<file path="src/rtl/uart_fpga_pkg.sv">
// Shared types and constants for the uart_fpga transceiver.
package uart_fpga_pkg;

    localparam int DEFAULT_WIDTH = 64;

    localparam logic START_BIT = 1'b0;
    localparam logic STOP_BIT  = 1'b1;

    typedef enum logic [1:0] {
        TX_IDLE,
        TX_START,
        TX_DATA,
        TX_STOP
    } tx_state_t;

    typedef enum logic [1:0] {
        RX_IDLE,
        RX_DATA,
        RX_STOP,
        RX_WAIT_HIGH
    } rx_state_t;

endpackage

</file>
<file path="src/rtl/uart_fpga_rx.sv">
// Receive path: start-bit detect, LSB-first deserialiser, one-word holding register.
// Parity reporting is built only when UART_PARITY_CHECK_EN is defined.
module uart_fpga_rx
    import uart_fpga_pkg::*;
#(
    parameter int WIDTH = DEFAULT_WIDTH
) (
    input  logic             clk,
    input  logic             reset,
    input  logic             rx_in,
    input  logic             uld_rx_data,
    output logic [WIDTH-1:0] rx_data,
    output logic             rx_empty,
    output logic             parity_error
);

    localparam int CW = $clog2(WIDTH + 1);

    rx_state_t        state_reg, state_next;
    logic [WIDTH-1:0] shift_reg, shift_next;
    logic [CW-1:0]    cnt_reg, cnt_next;
    logic [WIDTH-1:0] rx_data_reg;
    logic             rx_empty_reg;
    logic             frame_done;

    always_comb begin
        state_next = state_reg;
        shift_next = shift_reg;
        cnt_next   = cnt_reg;
        frame_done = 1'b0;
        case (state_reg)
            RX_IDLE: begin
                if (rx_in == START_BIT) begin
                    state_next = RX_DATA;
                    cnt_next   = '0;
                end
            end
            RX_DATA: begin
                shift_next = {rx_in, shift_reg[WIDTH-1:1]};
                cnt_next   = cnt_reg + 1'b1;
                if (cnt_reg == CW'(WIDTH - 1))
                    state_next = RX_STOP;
            end
            RX_STOP: begin
                if (rx_in == STOP_BIT) begin
                    frame_done = 1'b1;
                    state_next = RX_IDLE;
                end else begin
                    state_next = RX_WAIT_HIGH;
                end
            end
            RX_WAIT_HIGH: begin
                if (rx_in == STOP_BIT)
                    state_next = RX_IDLE;
            end
            default: state_next = RX_IDLE;
        endcase
    end

    // A completing frame takes priority over a same-cycle unload strobe.
    always_ff @(posedge clk) begin
        if (reset) begin
            state_reg    <= RX_IDLE;
            shift_reg    <= '0;
            cnt_reg      <= '0;
            rx_data_reg  <= '0;
            rx_empty_reg <= 1'b1;
        end else begin
            state_reg <= state_next;
            shift_reg <= shift_next;
            cnt_reg   <= cnt_next;
            if (frame_done) begin
                rx_data_reg  <= shift_reg;
                rx_empty_reg <= 1'b0;
            end else if (uld_rx_data) begin
                rx_empty_reg <= 1'b1;
            end
        end
    end

    assign rx_data  = rx_data_reg;
    assign rx_empty = rx_empty_reg;

`ifdef UART_PARITY_CHECK_EN
    logic parity_error_reg;

    // Packets carry odd parity, so an even bit count flags an error.
    always_ff @(posedge clk) begin
        if (reset)
            parity_error_reg <= 1'b0;
        else if (frame_done)
            parity_error_reg <= ~^shift_reg;
    end

    assign parity_error = parity_error_reg;
`else
    assign parity_error = 1'b0;
`endif

endmodule

</file>
<file path="src/rtl/uart_fpga.sv">
// FPGA-side LArPix UART: inline TX serialiser plus the uart_fpga_rx receiver.
// Optional parity reporting is enabled with UART_PARITY_CHECK_EN.
module uart_fpga
    import uart_fpga_pkg::*;
#(
    parameter int WIDTH = DEFAULT_WIDTH
) (
    input  logic             clk,
    input  logic             reset,
    input  logic [WIDTH-1:0] tx_data,
    input  logic             ld_tx_data,
    input  logic             tx_enable,
    output logic             tx_out,
    output logic             tx_busy,
    input  logic             rx_in,
    input  logic             uld_rx_data,
    output logic [WIDTH-1:0] rx_data,
    output logic             rx_empty,
    output logic             parity_error
);

    localparam int CW = $clog2(WIDTH + 1);

    tx_state_t        tx_state_reg, tx_state_next;
    logic [WIDTH-1:0] tx_shift_reg, tx_shift_next;
    logic [CW-1:0]    tx_cnt_reg, tx_cnt_next;

    // Line level and busy decode straight from the state register, so the
    // start bit is on the wire for the whole cycle after the load edge.
    always_comb begin
        tx_state_next = tx_state_reg;
        tx_shift_next = tx_shift_reg;
        tx_cnt_next   = tx_cnt_reg;
        tx_out        = STOP_BIT;
        tx_busy       = 1'b1;
        case (tx_state_reg)
            TX_IDLE: begin
                tx_busy = 1'b0;
                if (ld_tx_data && tx_enable) begin
                    tx_state_next = TX_START;
                    tx_shift_next = tx_data;
                end
            end
            TX_START: begin
                tx_out        = START_BIT;
                tx_cnt_next   = '0;
                tx_state_next = TX_DATA;
            end
            TX_DATA: begin
                tx_out        = tx_shift_reg[0];
                tx_shift_next = tx_shift_reg >> 1;
                tx_cnt_next   = tx_cnt_reg + 1'b1;
                if (tx_cnt_reg == CW'(WIDTH - 1))
                    tx_state_next = TX_STOP;
            end
            TX_STOP: begin
                tx_out        = STOP_BIT;
                tx_state_next = TX_IDLE;
            end
            default: tx_state_next = TX_IDLE;
        endcase
    end

    always_ff @(posedge clk) begin
        if (reset) begin
            tx_state_reg <= TX_IDLE;
            tx_shift_reg <= '0;
            tx_cnt_reg   <= '0;
        end else begin
            tx_state_reg <= tx_state_next;
            tx_shift_reg <= tx_shift_next;
            tx_cnt_reg   <= tx_cnt_next;
        end
    end

    uart_fpga_rx #(
        .WIDTH (WIDTH)
    ) u_rx (
        .clk          (clk),
        .reset        (reset),
        .rx_in        (rx_in),
        .uld_rx_data  (uld_rx_data),
        .rx_data      (rx_data),
        .rx_empty     (rx_empty),
        .parity_error (parity_error)
    );

endmodule

</file>
<file path="config.mk">
export PLATFORM = sky130hd
export DESIGN_NAME = uart_fpga
export DESIGN_NICKNAME = d
export VERILOG_FILES = /design/src/rtl/uart_fpga_pkg.sv /design/src/rtl/uart_fpga_rx.sv /design/src/rtl/uart_fpga.sv
export SDC_FILE = /design/constraint.sdc
export NUM_CORES = 1
export LEC_CHECK = 0
export CAP_MARGIN = 40
export CELL_PAD_IN_SITES_DETAIL_PLACEMENT = 0
export CELL_PAD_IN_SITES_GLOBAL_PLACEMENT = 1
export CORE_MARGIN = 3
export CORE_UTILIZATION = 25
export CTS_BUF_LIST = sky130_fd_sc_hd__clkbuf_8 sky130_fd_sc_hd__clkbuf_16
export CTS_CLUSTER_SIZE = 40
export DETAILED_ROUTE_END_ITERATION = 7
export GPL_TIMING_DRIVEN = 0
export PLACE_DENSITY = 0.53
export SLEW_MARGIN = 20
export SYNTH_ARGS = -nofsm -noshare
export SYNTH_HDL_FRONTEND = slang
export SYNTH_SLANG_ARGS = --single-unit
</file>
<file path="constraint.sdc">
create_clock -name clk -period 1.94 [get_ports clk]
set_input_delay 0.194 -clock clk [delete_from_list [all_inputs] [get_ports clk]]
set_output_delay 0.194 -clock clk [all_outputs]
set_load 0.02 [all_outputs]
</file>
### After elaboration in Yosys (flattened, before gate mapping)

Index checks and enable logic that the tools add are counted.

* register bits: 211
* bits in latches: 0
* memory bits (writable): 0
* bits in read-only memories: 0
* input bits: 70
* output and inout port bits: 68
* word-level logic and storage cells: 53
* memories kept: 0

* add/subtract/negate cells: 2
* $mul: 0
* divide/modulo/power cells: 0
* $lt $le $gt $ge: 0
* eq/ne operators: 13
* shift-type cells: 0
* multiplexer cells: 19
* bitwise operators: 0
* reductions and logical operators: 11

Operator list (count)
* one-hot mux 64 bit (2 select lines): 1
* 2-to-1 mux 64 bit: 1
* one-hot mux 7 bit (2 select lines): 2
* one-hot mux 2 bit (4 select lines): 2
* adder 7 x 1 -> 7 bit (second input constant): 2
* equality test 7 x 6 -> 1 bit (second input constant): 2
* 2-to-1 mux 2 bit: 6
* equality test 2 bit (second input constant): 4
* inequality test 2 bit (second input constant): 4
* nonzero test 2 bit: 4
* 2-to-1 mux 7 bit: 1
* AND reduction 2 bit: 3
* 2-to-1 mux 1 bit: 5
* equality test 2 x 1 -> 1 bit (second input constant): 2
* zero test 2 bit: 2
* AND reduction 3 bit: 1
* inequality test 2 x 1 -> 1 bit (second input constant): 1
* one-hot mux 1 bit (2 select lines): 1
* logical AND 1 bit: 1

### Logic depth before layout (Yosys ltp)

Gate-level depths: netlist of run 1.

* word-level depth: 3
* gate-level depth with buffers: 8
* gate-level depth less buffers: 6

### Cells and area by module

From an unflattened synthesis of run 1, not the netlist that was laid out.

* cell total of the unflattened synthesis: 962
* area total of the unflattened synthesis: 8907.3 um^2

By module, submodules not included
* uart_fpga_rx: times used 1, cells an instance 614, area an instance 4854.7 um^2, seq. area each 2762.6 um^2
* uart_fpga: times used 1, cells an instance 348, area an instance 4052.6 um^2, seq. area each 1461.4 um^2

### Worst setup path after synthesis of run 1

No wires, ideal clock.

* path type: register to output
* start: register tx_state_reg[0]
* end: output port tx_out
* arrival time: 1525 ps
* data required time: 1746 ps
* slack: 221 ps
* cell stages (with the launch flop): 7
* buffers on the path: 3
* path through: dfxtp_1 -> inv_1 -> ha_1 -> buf_2 -> buf_4 -> buf_2 -> mux2i_1

* word-level cells in the longest chain between the ends: 2
* elaborated cells between the ends (all ways): 3
* those cells by class: eq/ne (2); mux (1)

RTL lines
* from (decl): line uart_fpga.sv:24 `tx_state_t tx_state_reg, tx_state_next;`
* from (signal assigned): line uart_fpga.sv:70 `tx_state_reg <= tx_state_next;`
* equality test 2 bit / equality test 2 x 1 -> 1 bit (equally long branches): line uart_fpga.sv:36 `case (tx_state_reg)`
* one-hot mux 1 bit (2 select lines) (*): line uart_fpga.sv:36
* to (decl): line uart_fpga.sv:13 `output logic tx_out,`

Every way passes the cells marked *; elsewhere a longest branch is shown, timed or not.

### Worst setup path after layout of run 1

Same ends and word-level chain as after synthesis.

==> results of run 1 <==
==> worst min path at each step <==
| stage | start | to | slack, ns |
|---|---|---|---|
| 6_report | uld_rx_data | u_rx.rx_empty | 0.28 |
| 5_1_grt | uld_rx_data | u_rx.rx_empty | 0.29 |
| 4_1_cts | uld_rx_data | u_rx.rx_empty | 0.26 |
| 3_5_place_dp | u_rx.rx_data[24] | u_rx.rx_data[24] | 0.45 |
| 3_3_place_gp | u_rx.rx_data[2] | u_rx.rx_data[2] | 0.44 |
| 2_1_floorplan | rx_in | u_rx.state_reg[0] | 0.29 |
==> worst register-to-register path, stage by stage (launching register included) <==
cell	delay [ns]
sky130_fd_sc_hd__dfxtp_1	0.36
sky130_fd_sc_hd__inv_1	0.12
sky130_fd_sc_hd__ha_4	0.27
sky130_fd_sc_hd__clkbuf_1	0.27
sky130_fd_sc_hd__nand4_1	0.20
sky130_fd_sc_hd__or3_1	0.34
sky130_fd_sc_hd__a21oi_1	0.13
==> timing repair <==
| action | in CTS | in global routing |
|---|---|---|
| endpoints found under the setup margin | 66 | 86 |
| setup buffers | 1 | 10 |
| gates resized for setup | 19 | 12 |
==> where the power goes <==
part,switching (uW),total [uW],internal (uW)
registers,359,5390,5030
logic,2080,3640,1560
clock network,1860,4880,3030
total,4290,13900,9620
==> per-layer routing <==
metal / track usage (%) / vias up
li1: - / 3555
met3: 4.30 / 28
met2: 19.7 / 151
met4: 2.80 / 2
met1: 16.5 / 3118
met5: 0 / -
==> cells by family after synthesis <==
| kind of cell | share of synthesized area, % |
|---|---|
| adder cells (fa/ha/maj) | 0.928 |
| multiplexers | 8.71 |
| buffers and inverters | 4.45 |
| XOR/XNOR | 0.541 |
| other | 0.0463 |
| flip-flops | 52.2 |
| AND/OR/NAND/NOR | 17.6 |
| AO/OA/AOI/OAI | 15.5 |
==> final cells by class <==
cell class	count	area (sq um)	area share, %
inverter	8	32.5	0.296
buffer	74	354	3.23
timing repair buffer	147	1440	13.1
tap	402	503	4.58
multi-input combinational	660	3540	32.3
sequential	211	4230	38.5
clock buffer	36	777	7.08
clock inverter	10	98.8	0.900
antenna	1	2.50	0.0228
==> metrics by stage <==
| step | hold WS [ns] | setup WS [ns] | instances |
|---|---|---|---|
| after floorplan | 0.294 | 0.221 | 954 |
| after global placement | 0.442 | -0.450 | 1491 |
| after detailed placement | 0.446 | -0.422 | 1492 |
| after CTS | 0.262 | -0.119 | 1539 |
| after global routing | 0.290 | 0.000379 | 1548 |
| final | 0.282 | 0.0833 | 1549 |
==> layout by cell type (no fill, tap or decap), types with 11 or more instances in the layout <==
cell type	count
sky130_fd_sc_hd__clkdlybuf4s50_1	133
sky130_fd_sc_hd__mux2i_1	67
sky130_fd_sc_hd__clkbuf_8	11
sky130_fd_sc_hd__clkbuf_16	25
sky130_fd_sc_hd__a21oi_1	132
sky130_fd_sc_hd__nand2_1	262
sky130_fd_sc_hd__clkbuf_1	35
sky130_fd_sc_hd__buf_4	14
sky130_fd_sc_hd__a211oi_1	65
sky130_fd_sc_hd__dfxtp_1	210
sky130_fd_sc_hd__buf_2	30
sky130_fd_sc_hd__inv_1	11
sky130_fd_sc_hd__nor2_1	83
==> Implementation_results.wiki, run 1 <==
{| class="wikitable"
! Metric !! Value
|-
| Weighted congestion reported at the end of routability-driven placement || 0.731
|-
| Setup repair after global routing missed its margin || no
|-
| Total Die Area || 34,600 sq um
|-
| I/O pin total || about 140
|-
| Worst-case register-to-register setup slack || 0.18 ns
|-
| Post-place instance area || 9960 sq um
|-
| CTS H-Tree Depth || 1
|-
| Hold violation count in the final report || 0
|-
| Async SR Flop Fraction || 0%
|-
| Final setup skew || 0.00719 ns
|-
| Total met3 wirelength after detailed routing || 1.69 mm
|-
| Number of distinct library cell variants in the gate-level netlist after synthesis || 33
|-
| Antenna-violating nets left || 0
|-
| Delay of the slowest critical-path stage || 0.36 ns
|-
| Iteration-0 DRC Markers || between 300 and 400
|-
| Arrival @ worst endpoint || 1.66 ns
|-
| HPWL after detailed placement || roughly 15 mm
|-
| Worst slew margin || 58.9%
|-
| Setup Total Neg Slack || 0 ns
|-
| Synthesized netlist cell count || 954
|-
| Top delay family on crit path || buffers and inverters
|-
| Classification of the worst setup path || reg -> out
|-
| Reg-to-Reg Start || tx_state_reg[1]
|-
| Max-capacitance violation count || 0
|-
| TritonCTS clock tree || built
|-
| Share of cells above drive strength 1 || 9.08%
|-
| Num rows || 65
|-
| Final number of max-transition violations || 0
|-
| Area share of the largest cell type after synthesis || 52.2%
|-
| Detailed-route wire length per cell || 14.1 um
|-
| Max clock buf depth || 3
|-
| Hold Path Class || in -> reg
|-
| Endpoints failing setup || 0
|-
| Synth Cell Area || 8090 sq um
|-
| Detailed-route via count || between 6k and 7k
|-
| Leakage power || 0.00373 uW
|-
| Total power of the final layout || between 10,000 and 15,000 uW
|-
| Detail Route met2 WL || a little over 9 mm
|-
| Routed metal-1 wire length || 10.5 mm
|-
| Buf/Inv on CP || 4
|-
| Outcome || finished, final reports clean
|-
| Number of clock buffers inserted by TritonCTS || 25
|-
| Data required time at the worst endpoint || ~1.8 ns
|-
| Area Growth Syn to Fin || 35.7%
|-
| Maximum fanout along the worst path || 7
|-
| First-pass GRT wire length || about 35 mm
|-
| Number of global-route vias before repair || 6,749
|-
| Post-layout net count || 1,203
|-
| FMAX || 539 MHz
|-
| Critical path origin || tx_state_reg[0]
|-
| Master cell of the clock root buffer || sky130_fd_sc_hd__clkbuf_16
|-
| Worst Setup End Kind || primary output
|-
| Initial Utilization || about a quarter
|-
| Highest signal layer in the routed design || met5
|-
| Startpoint type of the worst setup path || flip-flop
|-
| Most numerous cell in the Yosys netlist || sky130_fd_sc_hd__nand2_1
|-
| Gr ovfl total || 0
|-
| Final instance area || 11,000 sq um
|-
| DR DRC count || 0
|-
| Antenna violations before repair || 1
|-
| Mapped Nets || 1,030
|-
| Via-per-instance ratio || around 4.4
|-
| Height of the die || between 150 and 200 um
|-
| Length of the first detailed-routing pass in iterations || 4
|-
| Global-route total usage across every layer || 12.5%
|-
| Commonest cells in the netlist || sky130_fd_sc_hd__nand2_1, sky130_fd_sc_hd__dfxtp_1, sky130_fd_sc_hd__a21oi_1
|-
| Area of the placeable core || 31,700 sq um
|-
| Worst vdd rail ir drop || 637 uV
|-
| Die span in x || around 190 um
|-
| Aggregate routed wire length || around 22 mm
|-
| List of cells traversed by the critical path || inv_4, ha_4, buf_8, buf_12, mux2i_1, buf_4
|-
| Power density normalized to cell area || around 1300 nW/um^2
|-
| Transition time of the tightest slew-check pin || 0.616 ns
|-
| Port Buffers || 135
|-
| Cell depth of the worst min-delay path || 3
|-
| Mean Syn Cell Area || roughly 8.5 sq um
|-
| Dominant register cell in the synthesized netlist || sky130_fd_sc_hd__dfxtp_1
|-
| Maximum number of pins on one net before global-route repair || 13
|-
| Number of cells on the critical path || 6
|-
| Fillers || 3,363
|-
| Slowest stage cell on the critical path || sky130_fd_sc_hd__dfxtp_2
|-
| Final cell utilization of the core || 34.6%
|-
| R2r worst-path depth || 6
|-
| Post-synth top area cell || sky130_fd_sc_hd__dfxtp_1
|-
| Number of flip-flops and latches in the synthesized netlist || 211
|-
| Final period util || 95.7%
|-
| Share of the yosys chip area belonging to registers || 52.2%
|-
| Endpoint of the worst-slack reg-to-reg timing path || tx_cnt_reg[5]
|-
| Ranking of synthesized cells by area || sky130_fd_sc_hd__dfxtp_1, sky130_fd_sc_hd__nand2_1, sky130_fd_sc_hd__mux2i_1
|-
| Clock sink total || 211
|-
| Hold-fix buffer count after cts || 0
|-
| Clk Latency, worst-skew pair || ~0.52 ns
|-
| Clock transition time at the flip-flop clock pins of the worst setup and hold paths || 0.06 ns
|-
| Yosys warning total || 0
|-
| Capture point of the critical path || tx_out
|-
| Post-layout min period || 1.86 ns
|-
| EDFF count, synth || 0
|}
No activity file was read; power rests on OpenSTA's default activity.
==> run 2: changes to the inputs <==
Settings changed: SETUP_SLACK_MARGIN from default to 0.5.
==> run 2 against run 1 <==
  * First-iteration DRC count down 21%
  * Clock-buffer cell count down 6
  * Sequential power is 3% higher
  * Via count up 2.5%
  * Maximum frequency decreased by 1.1%
==> Implementation_results.wiki, run 2 (synthesis results as in run 1) <==
{| class="wikitable"
! Metric !! Value
|-
| FMAX || 533 MHz (was 539 MHz)
|-
| Final instance area || 12,200 sq um (was 11,000 sq um)
|-
| Fillers || 3,270 (was 3,363)
|-
| Hold Path Class || in -> reg (unchanged)
|-
| Buf/Inv on CP || 5 (was 4)
|-
| Post-layout min period || 1.88 ns (was 1.86 ns)
|-
| Maximum number of pins on one net before global-route repair || 12 (was 13)
|-
| Area of the placeable core || 31,700 sq um (unchanged)
|-
| Port Buffers || 135 (unchanged)
|-
| Via-per-instance ratio || 4.48 (was 4.42)
|-
| Placement-stage worst setup slack || -0.254 ns (was -0.422 ns)
|-
| TritonCTS clock tree || built (unchanged)
|-
| Hold violation count in the final report || 0 (unchanged)
|-
| Number of global-route vias before repair || 6,995 (was 6,749)
|-
| Antenna-violating nets left || 0 (unchanged)
|-
| Worst slew margin || 52.6% (was 58.9%)
|-
| Num rows || 65 (unchanged)
|-
| Antenna violations before repair || 0 (was 1)
|-
| Worst-case register-to-register setup slack || 0.15 ns (was 0.18 ns)
|-
| Power density normalized to cell area || 1430 nW/um^2 (was 1270 nW/um^2)
|-
| DR DRC count || 0 (unchanged)
|-
| Commonest non-fill, non-tap cell in the layout || sky130_fd_sc_hd__nand2_1 (unchanged)
|-
| Max clock buf depth || 3 (unchanged)
|-
| I/O pin total || 138 (unchanged)
|-
| Delay of the slowest critical-path stage || 0.33 ns (was 0.36 ns)
|-
| Max-capacitance violation count || 0 (unchanged)
|-
| Final setup skew || 0.00904 ns (was 0.00719 ns)
|-
| Cell depth of the worst min-delay path || 3 (unchanged)
|-
| Maximum fanout along the worst path || 2 (was 7)
|-
| Data required time at the worst endpoint || 1.75 ns (about the same)
|-
| Startpoint type of the worst setup path || flip-flop (unchanged)
|-
| Worst vdd rail ir drop || 891 uV (was 637 uV)
|-
| CTS H-Tree Depth || 1 (unchanged)
|-
| Arrival @ worst endpoint || 1.68 ns (was 1.66 ns)
|-
| Outcome || finished, final reports clean (unchanged)
|-
| Reg-to-Reg Start || tx_state_reg[0] (was tx_state_reg[1])
|-
| Endpoints failing setup || 0 (unchanged)
|-
| Post-layout net count || 1,227 (was 1,203)
|-
| Iteration-0 DRC Markers || 242 (was 306)
|-
| Sequential cell fraction of total power || 32.0% (was 38.8%)
|-
| R2r worst-path depth || 11 (was 6)
|-
| Endpoint of the worst-slack reg-to-reg timing path || tx_shift_reg[6] (was tx_cnt_reg[5])
|-
| Worst Setup End Kind || primary output (unchanged)
|-
| Clock sink total || 211 (unchanged)
|-
| Clock transition time at the flip-flop clock pins of the worst setup and hold paths || 0.05 ns (was 0.06 ns)
|-
| Weighted congestion reported at the end of routability-driven placement || 0.714 (was 0.731)
|-
| Area Growth Syn to Fin || 50.3% (was 35.7%)
|-
| Length of the first detailed-routing pass in iterations || 4 (unchanged)
|-
| Post-place instance area || 10000 sq um (was 9960 sq um)
|-
| Height of the die || 186 um (unchanged)
|-
| NetSw || 5740 uW (was 4290 uW)
|-
| Endpoint of the worst hold path || u_rx.rx_empty (unchanged)
|-
| Hold Startpoint || uld_rx_data (unchanged)
|-
| Leakage power || 0.00438 uW (was 0.00373 uW)
|-
| Combinational share of power || 42.6% (was 26.1%)
|-
| Net switching fraction of the power || 32.9% (was 30.9%)
|-
| Master cell of the clock root buffer || sky130_fd_sc_hd__clkbuf_16 (unchanged)
|-
| Most used cells in the layout excluding fill and tap cells || sky130_fd_sc_hd__nand2_1, sky130_fd_sc_hd__dfxtp_1, sky130_fd_sc_hd__a21oi_1 (was sky130_fd_sc_hd__nand2_1, sky130_fd_sc_hd__dfxtp_1, sky130_fd_sc_hd__clkdlybuf4s50_1)
|-
| Aggregate routed wire length || 23.0 mm (was 21.9 mm)
|-
| Clk Latency, worst-skew pair || 0.51 ns (was 0.52 ns)
|-
| Worst setup margin || 0.0626 ns (was 0.0833 ns)
|-
| Setup repair after global routing missed its margin || yes (was no)
|-
| Total internal power || 11,700 uW (was 9620 uW)
|-
| Initial Utilization || 25.5% (unchanged)
|-
| HPWL after detailed placement || 14.9 mm (was 15.2 mm)
|-
| Slowest stage cell on the critical path || sky130_fd_sc_hd__dfxtp_2 (unchanged)
|-
| Number of inserted diodes || 0 (was 1)
|-
| Top delay family on crit path || buffers and inverters (unchanged)
|-
| Critical Path Most Common Cell || sky130_fd_sc_hd__buf_6
|-
| Number of clock buffers inserted by TritonCTS || 25 (unchanged)
|-
| Global-route total usage across every layer || 12.9% (was 12.5%)
|-
| Transition time of the tightest slew-check pin || 0.710 ns (was 0.616 ns)
|-
| Classification of the worst setup path || reg -> out (unchanged)
|-
| Gr ovfl total || 0 (unchanged)
|-
| Final number of max-transition violations || 0 (unchanged)
|-
| Die span in x || 186 um (unchanged)
|-
| Clock group share of total power || 25.4% (was 35.1%)
|-
| Total Die Area || 34,600 sq um (unchanged)
|-
| Detailed-route via count || 7,027 (was 6,854)
|-
| Final period util || 96.8% (was 95.7%)
|-
| Share of cells above drive strength 1 || 23.2% (was 9.08%)
|-
| Detailed-route wire length per cell || 14.6 um (was 14.1 um)
|-
| List of cells traversed by the critical path || inv_2, ha_4, buf_6, buf_8, buf_12, mux2i_4, buf_6 (was inv_4, ha_4, buf_8, buf_12, mux2i_1, buf_4)
|-
| First-pass GRT wire length || 36.6 mm (was 35.4 mm)
|}
-- run 2: cell count changes in the layout (fill, tap and decap cells not counted), sizes merged --
cell	before	now
dlygate4sd2	1	46
a21oi	133	134
bufinv	2	1
diode	1	0
clkdlybuf4s15	0	16
clkbuf	74	77
inv	13	16
clkdlybuf4s50	133	68
buf	49	67
-- run 2: what timing repair did --
action	CTS	global route
resized for setup	242	148
hold endpoints to repair	0	0
setup buffers	19	5
hold buffers	0	0
endpoints found under the setup margin	265	184
pin swaps	14	44
gates cloned	7	4
-- run 2: how the worst max path moves through the flow --
| stage | from | to | depth (start not counted) |
|---|---|---|---|
| floorplan | tx_state_reg[0] | tx_shift_reg[13] | 8 |
| global placement | tx_state_reg[0] | tx_out | 7 |
| detailed placement | tx_state_reg[0] | tx_out | 7 |
| CTS | tx_state_reg[0] | tx_out | 7 |
| global route | tx_state_reg[0] | tx_out | 7 |
| finish | tx_state_reg[0] | tx_out | 7 |
-- run 2: power by group through the flow --
stage          clock network, uW  logic, uW  registers (uW)
6_report                    4430       7420            5570
5_1_grt                     4770       7950            5650
4_1_cts                     4600       6110            5420
3_5_place_dp                   0       3560            5480
3_3_place_gp                   0       3570            5470
2_1_floorplan                  0       2700            5380
-- run 2: per-stage QoR --
stage	instances	TNS, ns	util [%]	total power (uW)	hold WS (ns)
2_1_floorplan	954	0	-	8070	0.294
3_3_place_gp	1491	-15.88	31.5	9040	0.443
3_5_place_dp	1491	-13.70	31.5	9040	0.445
4_1_cts	1559	0	36.7	16100	0.275
5_1_grt	1568	-0.000648	38.3	18400	0.307
6_report	1568	0	38.3	17400	0.297
-- run 2: layout make-up --
class                   count  area [sq um]  area share [%]
plain buffers              75           663            5.45
clock buffers              30           694            5.71
clock inverters            12          75.1           0.617
inverters                   8          32.5           0.268
multi-input cells         661          4190            34.5
flip-flops and latches    211          4240            34.8
well taps                 402           503            4.14
repair buffers            169          1760            14.5
-- run 2: worst min-delay path: cells and delay by family --
kind,cells,cell delay (ns)
AOI/OAI and AO/OA,1,0.07
buffers and inverters,1,0.39
and+or+nand+nor,1,0.10
-- run 2: layer usage --
layer / track usage, % / share of wire [%] / routed length (um) / vias up
met4: 2.89 / 2.1 / 480 / 0
li1: - / - / - / 3603
met5: 0 / 0 / 0 / -
met1: 16.9 / 47 / 10700 / 3268
met3: 3.34 / 5.8 / 1340 / 33
met2: 21.4 / 45 / 10400 / 123
==> run 3: changes to the inputs <==
Settings changed: CORE_UTILIZATION 25 to 39, PLACE_DENSITY 0.53 to 0.77.
==> run 3 against run 2 <==
  * Via count increased by 1.4%
  * Clock power increased by 2%
  * Worst hold slack got worse by 0.016 ns
  * Global-route usage increased by 5.3 points
  * Clock skew about the same
  * Non-clock buffer count increased by 17
  * Combinational power increased by 13%
  * Design area increased by 0.72%
  * Wire length decreased by 3.6%
  * Sequential share of layout area decreased by 0.26 points
==> Implementation_results.wiki, run 3 (synthesis results as in run 1) <==
{| class="wikitable"
! Metric !! Value
|-
| Post-layout net count || 1,242 (was 1,227)
|-
| Master cell of the clock root buffer || sky130_fd_sc_hd__clkbuf_16 (unchanged)
|-
| Most used cells in the layout excluding fill and tap cells || sky130_fd_sc_hd__nand2_1, sky130_fd_sc_hd__dfxtp_1, sky130_fd_sc_hd__a21oi_1 (unchanged)
|-
| Endpoint of the worst hold path || u_rx.rx_empty (unchanged)
|-
| Detailed-route wire length per cell || 15.2 um (was 14.6 um)
|-
| Final instance area || 12,200 sq um (about the same)
|-
| Maximum fanout along the worst path || 5 (was 2)
|-
| Fillers || 1,812 (was 3,270)
|-
| Sequential cell fraction of total power || 30.3% (was 32.0%)
|-
| Post-layout min period || 1.92 ns (was 1.88 ns)
|-
| Endpoints failing setup || 0 (unchanged)
|-
| Total met3 wirelength after detailed routing || 1.35 mm (was 1.34 mm)
|-
| Post-place instance area || 9830 sq um (was 10000 sq um)
|-
| Antenna-violating nets left || 0 (unchanged)
|-
| Antenna violations before repair || 1 (was 0)
|-
| Global-route total usage across every layer || 18.2% (was 12.9%)
|-
| First-pass GRT wire length || 33.8 mm (was 36.6 mm)
|-
| Highest signal layer in the routed design || met5 (was met4)
|-
| Port Buffers || 135 (unchanged)
|-
| Detail Route met2 WL || 10.6 mm (was 10.4 mm)
|-
| Post-Route Hold Slack || 0.281 ns (was 0.297 ns)
|-
| Gr ovfl total || 0 (unchanged)
|-
| Max-capacitance violation count || 0 (unchanged)
|-
| Classification of the worst setup path || reg -> reg (was reg -> out)
|-
| Num rows || 52 (was 65)
|-
| Setup repair after global routing missed its margin || yes (unchanged)
|-
| Iteration-0 DRC Markers || 251 (was 242)
|-
| Total Die Area || 22,500 sq um (was 34,600 sq um)
|-
| Hold Path Class || in -> reg (unchanged)
|-
| Number of global-route vias before repair || 6,773 (was 6,995)
|-
| Clock transition time at the flip-flop clock pins of the worst setup and hold paths || 0.06 ns (was 0.05 ns)
|-
| Final period util || 98.8% (was 96.8%)
|-
| Final setup skew || 0.00933 ns (was 0.00904 ns)
|-
| Setup Total Neg Slack || 0 ns (unchanged)
|-
| Combinational share of power || 45.3% (was 42.6%)
|-
| Final number of max-transition violations || 0 (unchanged)
|-
| Die span in x || 150 um (was 186 um)
|-
| Via-per-instance ratio || 4.91 (was 4.48)
|-
| Area Growth Syn to Fin || 51.3% (was 50.3%)
|-
| DR DRC count || 0 (unchanged)
|-
| Detailed-route via count || 7,127 (was 7,027)
|-
| Power density normalized to cell area || 1510 nW/um^2 (was 1430 nW/um^2)
|-
| Aggregate routed wire length || 22.1 mm (was 23.0 mm)
|-
| Area of the placeable core || 20,300 sq um (was 31,700 sq um)
|-
| Routed metal-1 wire length || 9.77 mm (was 10.7 mm)
|-
| Clock sink total || 211 (unchanged)
|-
| Worst setup margin || 0.0227 ns (was 0.0626 ns)
|-
| Hold Startpoint || uld_rx_data (unchanged)
|-
| Height of the die || 150 um (was 186 um)
|-
| Number of placed instances, taps included || 1,359 (was 1,491)
|-
| TritonCTS clock tree || built (unchanged)
|-
| R2r worst-path depth || 12 (was 11)
|-
| Placement-stage worst setup slack || -0.262 ns (was -0.254 ns)
|-
| Data required time at the worst endpoint || 2.37 ns (was 1.75 ns)
|-
| I/O pin total || 138 (unchanged)
|-
| Initial Utilization || 39.9% (was 25.5%)
|-
| Startpoint type of the worst setup path || flip-flop (unchanged)
|-
| Arrival @ worst endpoint || 2.34 ns (was 1.68 ns)
|-
| Max clock buf depth || 3 (unchanged)
|-
| Outcome || finished, final reports clean (unchanged)
|-
| Clock group share of total power || 24.4% (was 25.4%)
|-
| Net switching fraction of the power || 32.8% (was 32.9%)
|-
| Transition time of the tightest slew-check pin || 0.774 ns (was 0.710 ns)
|-
| Clk Latency, worst-skew pair || 0.52 ns (was 0.51 ns)
|-
| Worst vdd rail ir drop || 1220 uV (was 891 uV)
|-
| Worst slew margin || 48.4% (was 52.6%)
|-
| Share of cells above drive strength 1 || 24.3% (was 23.2%)
|-
| Worst Setup End Kind || flip-flop (was primary output)
|-
| Leakage power || 0.00451 uW (was 0.00438 uW)
|-
| CTS H-Tree Depth || 1 (unchanged)
|-
| HPWL after detailed placement || 13.3 mm (was 14.9 mm)
|-
| Weighted congestion reported at the end of routability-driven placement || 0.790 (was 0.714)
|-
| FMAX || 522 MHz (was 533 MHz)
|-
| Final cell count without fillers || 1,451 (was 1,568)
|-
| Cell depth of the worst min-delay path || 3 (unchanged)
|-
| Commonest non-fill, non-tap cell in the layout || sky130_fd_sc_hd__nand2_1 (unchanged)
|-
| Maximum number of pins on one net before global-route repair || 13 (was 12)
|-
| Number of clock buffers inserted by TritonCTS || 24 (was 25)
|-
| Worst-case register-to-register setup slack || 0.02 ns (was 0.15 ns)
|-
| NetSw || 6070 uW (was 5740 uW)
|-
| Total internal power || 12,400 uW (was 11,700 uW)
|-
| Number of inserted diodes || 0 (unchanged)
|-
| Hold violation count in the final report || 0 (unchanged)
|-
| Endpoint of the worst-slack reg-to-reg timing path || tx_shift_reg[39] (was tx_shift_reg[6])
|-
| Hold-fix buffer count after cts || 0 (unchanged)
|-
| Length of the first detailed-routing pass in iterations || 5 (was 4)
|-
| Reg-to-Reg Start || tx_state_reg[0] (unchanged)
|}
==> run 3: changes by cell type in the layout (fill, tap and decap cells not counted), sizes merged <==
| cell | delta |
|---|---|
| clkinv | +5 |
| clkdlybuf4s15 | -6 |
| a21oi | -1 |
| buf | +13 |
| inv | -4 |
| dlygate4sd2 | +3 |
| bufinv | +2 |
| clkbuf | +3 |
==> run 3: worst max-delay path: stages (launching register included) <==
cell	delay, ns
sky130_fd_sc_hd__dfxtp_2	0.35
sky130_fd_sc_hd__inv_4	0.04
sky130_fd_sc_hd__ha_4	0.14
sky130_fd_sc_hd__buf_6	0.11
sky130_fd_sc_hd__buf_4	0.12
sky130_fd_sc_hd__buf_6	0.11
sky130_fd_sc_hd__nor2_4	0.10
sky130_fd_sc_hd__a21oi_4	0.06
sky130_fd_sc_hd__buf_6	0.15
sky130_fd_sc_hd__buf_12	0.13
sky130_fd_sc_hd__buf_6	0.12
sky130_fd_sc_hd__clkbuf_16	0.15
sky130_fd_sc_hd__a211oi_2	0.24
==> run 3: final cells by class <==
type	count	area [sq um]	area share, %
Sequential cell	211	4230	34.6
Multi-Input combinational cell	660	4160	33.9
Timing Repair Buffer	186	1990	16.3
Buffer	75	702	5.73
Clock buffer	26	628	5.13
Tap cell	270	338	2.76
Clock inverter	15	156	1.28
Inverter	8	40.0	0.327
==> run 3: worst max-delay path by stage <==
stage	start	end	cells after the start
final	tx_state_reg[0]	tx_shift_reg[39]	12
after floorplan	tx_state_reg[0]	tx_shift_reg[13]	8
after detailed placement	tx_state_reg[0]	tx_out	7
after global routing	tx_state_reg[0]	tx_shift_reg[39]	12
after CTS	tx_state_reg[0]	tx_out	7
after global placement	tx_state_reg[0]	tx_out	7
==> run 3: timing repair <==
action / CTS / global route
setup buffers: 23 / 14
cloned: 7 / 7
resized for setup: 284 / 120
endpoints found under the setup margin: 256 / 213
pin swaps: 30 / 42
==> run 3: power by group through the flow <==
stage	registers, uW	logic, uW	clock network (uW)
after global placement	5460	3450	0
after global routing	5660	8850	4800
final	5600	8380	4510
after floorplan	5380	2700	0
after CTS	5490	6590	4600
after detailed placement	5480	3500	0
==> run 3: per-stage QoR <==
stage | total power, uW | utilization, %
finish | 18500 | 60.3
floorplan | 8070 | -
global route | 19300 | 60.3
detailed placement | 8980 | 48.4
CTS | 16700 | 57.6
global placement | 8910 | 48.4
==> run 3: metal layers <==
layer  vias up  track usage [%]
li1       3640                -
met1      3301             23.5
met2       153             30.4
met3        31             5.21
met4         2             3.75
met5         -                0
==> patch, RTL diff (settings of run 2) <==
`shift_reg` no longer has a reset.
--- a/src/rtl/uart_fpga_rx.sv
+++ b/src/rtl/uart_fpga_rx.sv
@@ -63,3 +63,2 @@
             state_reg    <= RX_IDLE;
-            shift_reg    <= '0;
             cnt_reg      <= '0;
@@ -69,3 +68,2 @@
             state_reg <= state_next;
-            shift_reg <= shift_next;
             cnt_reg   <= cnt_next;
@@ -78,2 +76,6 @@
         end
+    end
+
+    always_ff @(posedge clk) begin
+        shift_reg <= shift_next;
     end
Behaviour: same outputs for any inputs over 10 cycles, from zero or initial values and one cycle with reset high; that may be too few to reach the edited logic, so the function may still have changed.
==> patch against run 2 <==
Area after synthesis decreased by 3.2%; total power increased by 9.4%; sequential cell count unchanged; die area decreased by 3.1%; setup slack got worse by 0.018 ns; combinational power increased by 9.8%; global-route usage decreased by 0.87 points; wire length decreased by 7.0%; synthesized cell count decreased by 22%; sequential share of layout area increased by 5.0 points; via count decreased by 14%; critical endpoint unchanged; largest cell class unchanged; design area increased by 0.70%.
==> patch: results (changes against run 2) <==
Routing:
- The detailed-routed wire length on met3 is 1.39 mm (was 1.34 mm).
- The wire length on met2 was 9.51 mm (was 10.4 mm).
- The highest metal layer with signal wires is met5 (was met4).
- The violation count after the first detailed-route iteration was 188 (was 242).
- The routed length on met1 is 10.0 mm (was 10.7 mm).

Synth:
- The net count after synthesis is 816 (was 1030).
- The count of flip-flops with a built-in enable after synthesis came to 64 (was 0).
- The number of cells produced by synthesis is 740 (was 954).
- List of most frequent post-synthesis cells: dfxtp_1 (147), nand2_1 (133), nor2_1 (83), a21oi_1 (68), mux2i_1 (67) (was nand2_1 (262), dfxtp_1 (211), a21oi_1 (132), nor2_1 (83), mux2i_1 (67)).

GRT:
- The met1 track demand over resource is 16.3% (was 16.9%).
- The maximum number of pins on one net before global-route repair came to 28 (was 12).
- The first-pass GRT wire length was 33.1 mm (was 36.6 mm).
- The met2 track demand over resource is 19.2% (was 21.4%).
- The global-route met3 utilization is 3.51% (was 3.34%).
- The global-route usage over all layers is 12.0% (was 12.9%).

Clock tree:
- The clock latency at the later pin of the worst-skew pair is 0.53 ns (was 0.51 ns).
- The number of buffers inserted during clock tree synthesis was 26 (was 25).
- The number of resized instances in the post-cts repair step is 218 (was 242).
- The post-CTS setup buffer count is 17 (was 19).

Cells and area:
- The share of layout cells above drive strength 1 is 28.6% (was 23.2%).
- The core occupancy in the finished layout is 39.8% (was 38.3%).
- The final net count is 1019 (was 1227).
- The post-route non-filler standard cell count is 1359 (was 1568).
- The flip-flop and latch area is 4880 sq um (was 4240 sq um).
- The number of sequential storage elements came to 211 (unchanged).
- The fill cell instance count of the final layout was 3030 (was 3270).
- The fraction of area in clock buffers and inverters is 7.30% (was 6.33%).
- The multi-input gate share of the layout cell area is 28.2% (was 34.5%).
- The buffering overhead is 20.3% (was 20.0%).
- The number of ordinary and repair buffers in the finished layout is 229 (was 244).

Placement:
- The detailed placement HPWL is 13.7 mm (was 14.9 mm).
- The placed instance area is 9820 sq um (was 10000 sq um).
- The pre-CTS setup slack is -0.194 ns (was -0.254 ns).
- The number of placed instances with taps included is 1273 (was 1491).

Floorplan:
- The tap cell instance count is 396 (was 402).

Setup path:
- The worst setup slack for register-to-register paths was 0.13 ns (was 0.15 ns).
- The arrival time at the worst endpoint is 1.70 ns (was 1.68 ns).

Outcome:
- Outcome: finished, final reports clean (unchanged).
patch: cell families (layout without fill, tap and decap cells):
kind of cell	Yosys count	count (layout)	synth area share, %
buffers and inverters	63	286	3.48
DFF	211	211	62.1
other	1	1	0.0479
xor gates and xnor gates	5	5	0.559
muxes	70	70	8.99
and+or+nand+nor	237	237	12.0
adders and majority gates	6	6	0.958
AOI/OAI and AO/OA	147	147	11.9
patch: worst reg2reg max path, delay by kind of cell (launching register included):
family | cells | cell delay, ns
compound gates | 2 | 0.34
fa+ha+maj | 1 | 0.18
buf+inv | 7 | 0.78
flops | 1 | 0.32
simple gates | 2 | 0.10
patch: final timing paths:
| check | depth (start not counted) | start | to |
|---|---|---|---|
| setup / recovery | 7 | tx_state_reg[0] | tx_out |
| setup reg to reg | 12 | tx_state_reg[0] | tx_shift_reg[36] |
| hold / removal | 3 | uld_rx_data | u_rx.rx_empty |
| hold reg to reg | 0 | u_rx.shift_reg[47] | u_rx.shift_reg[46] |
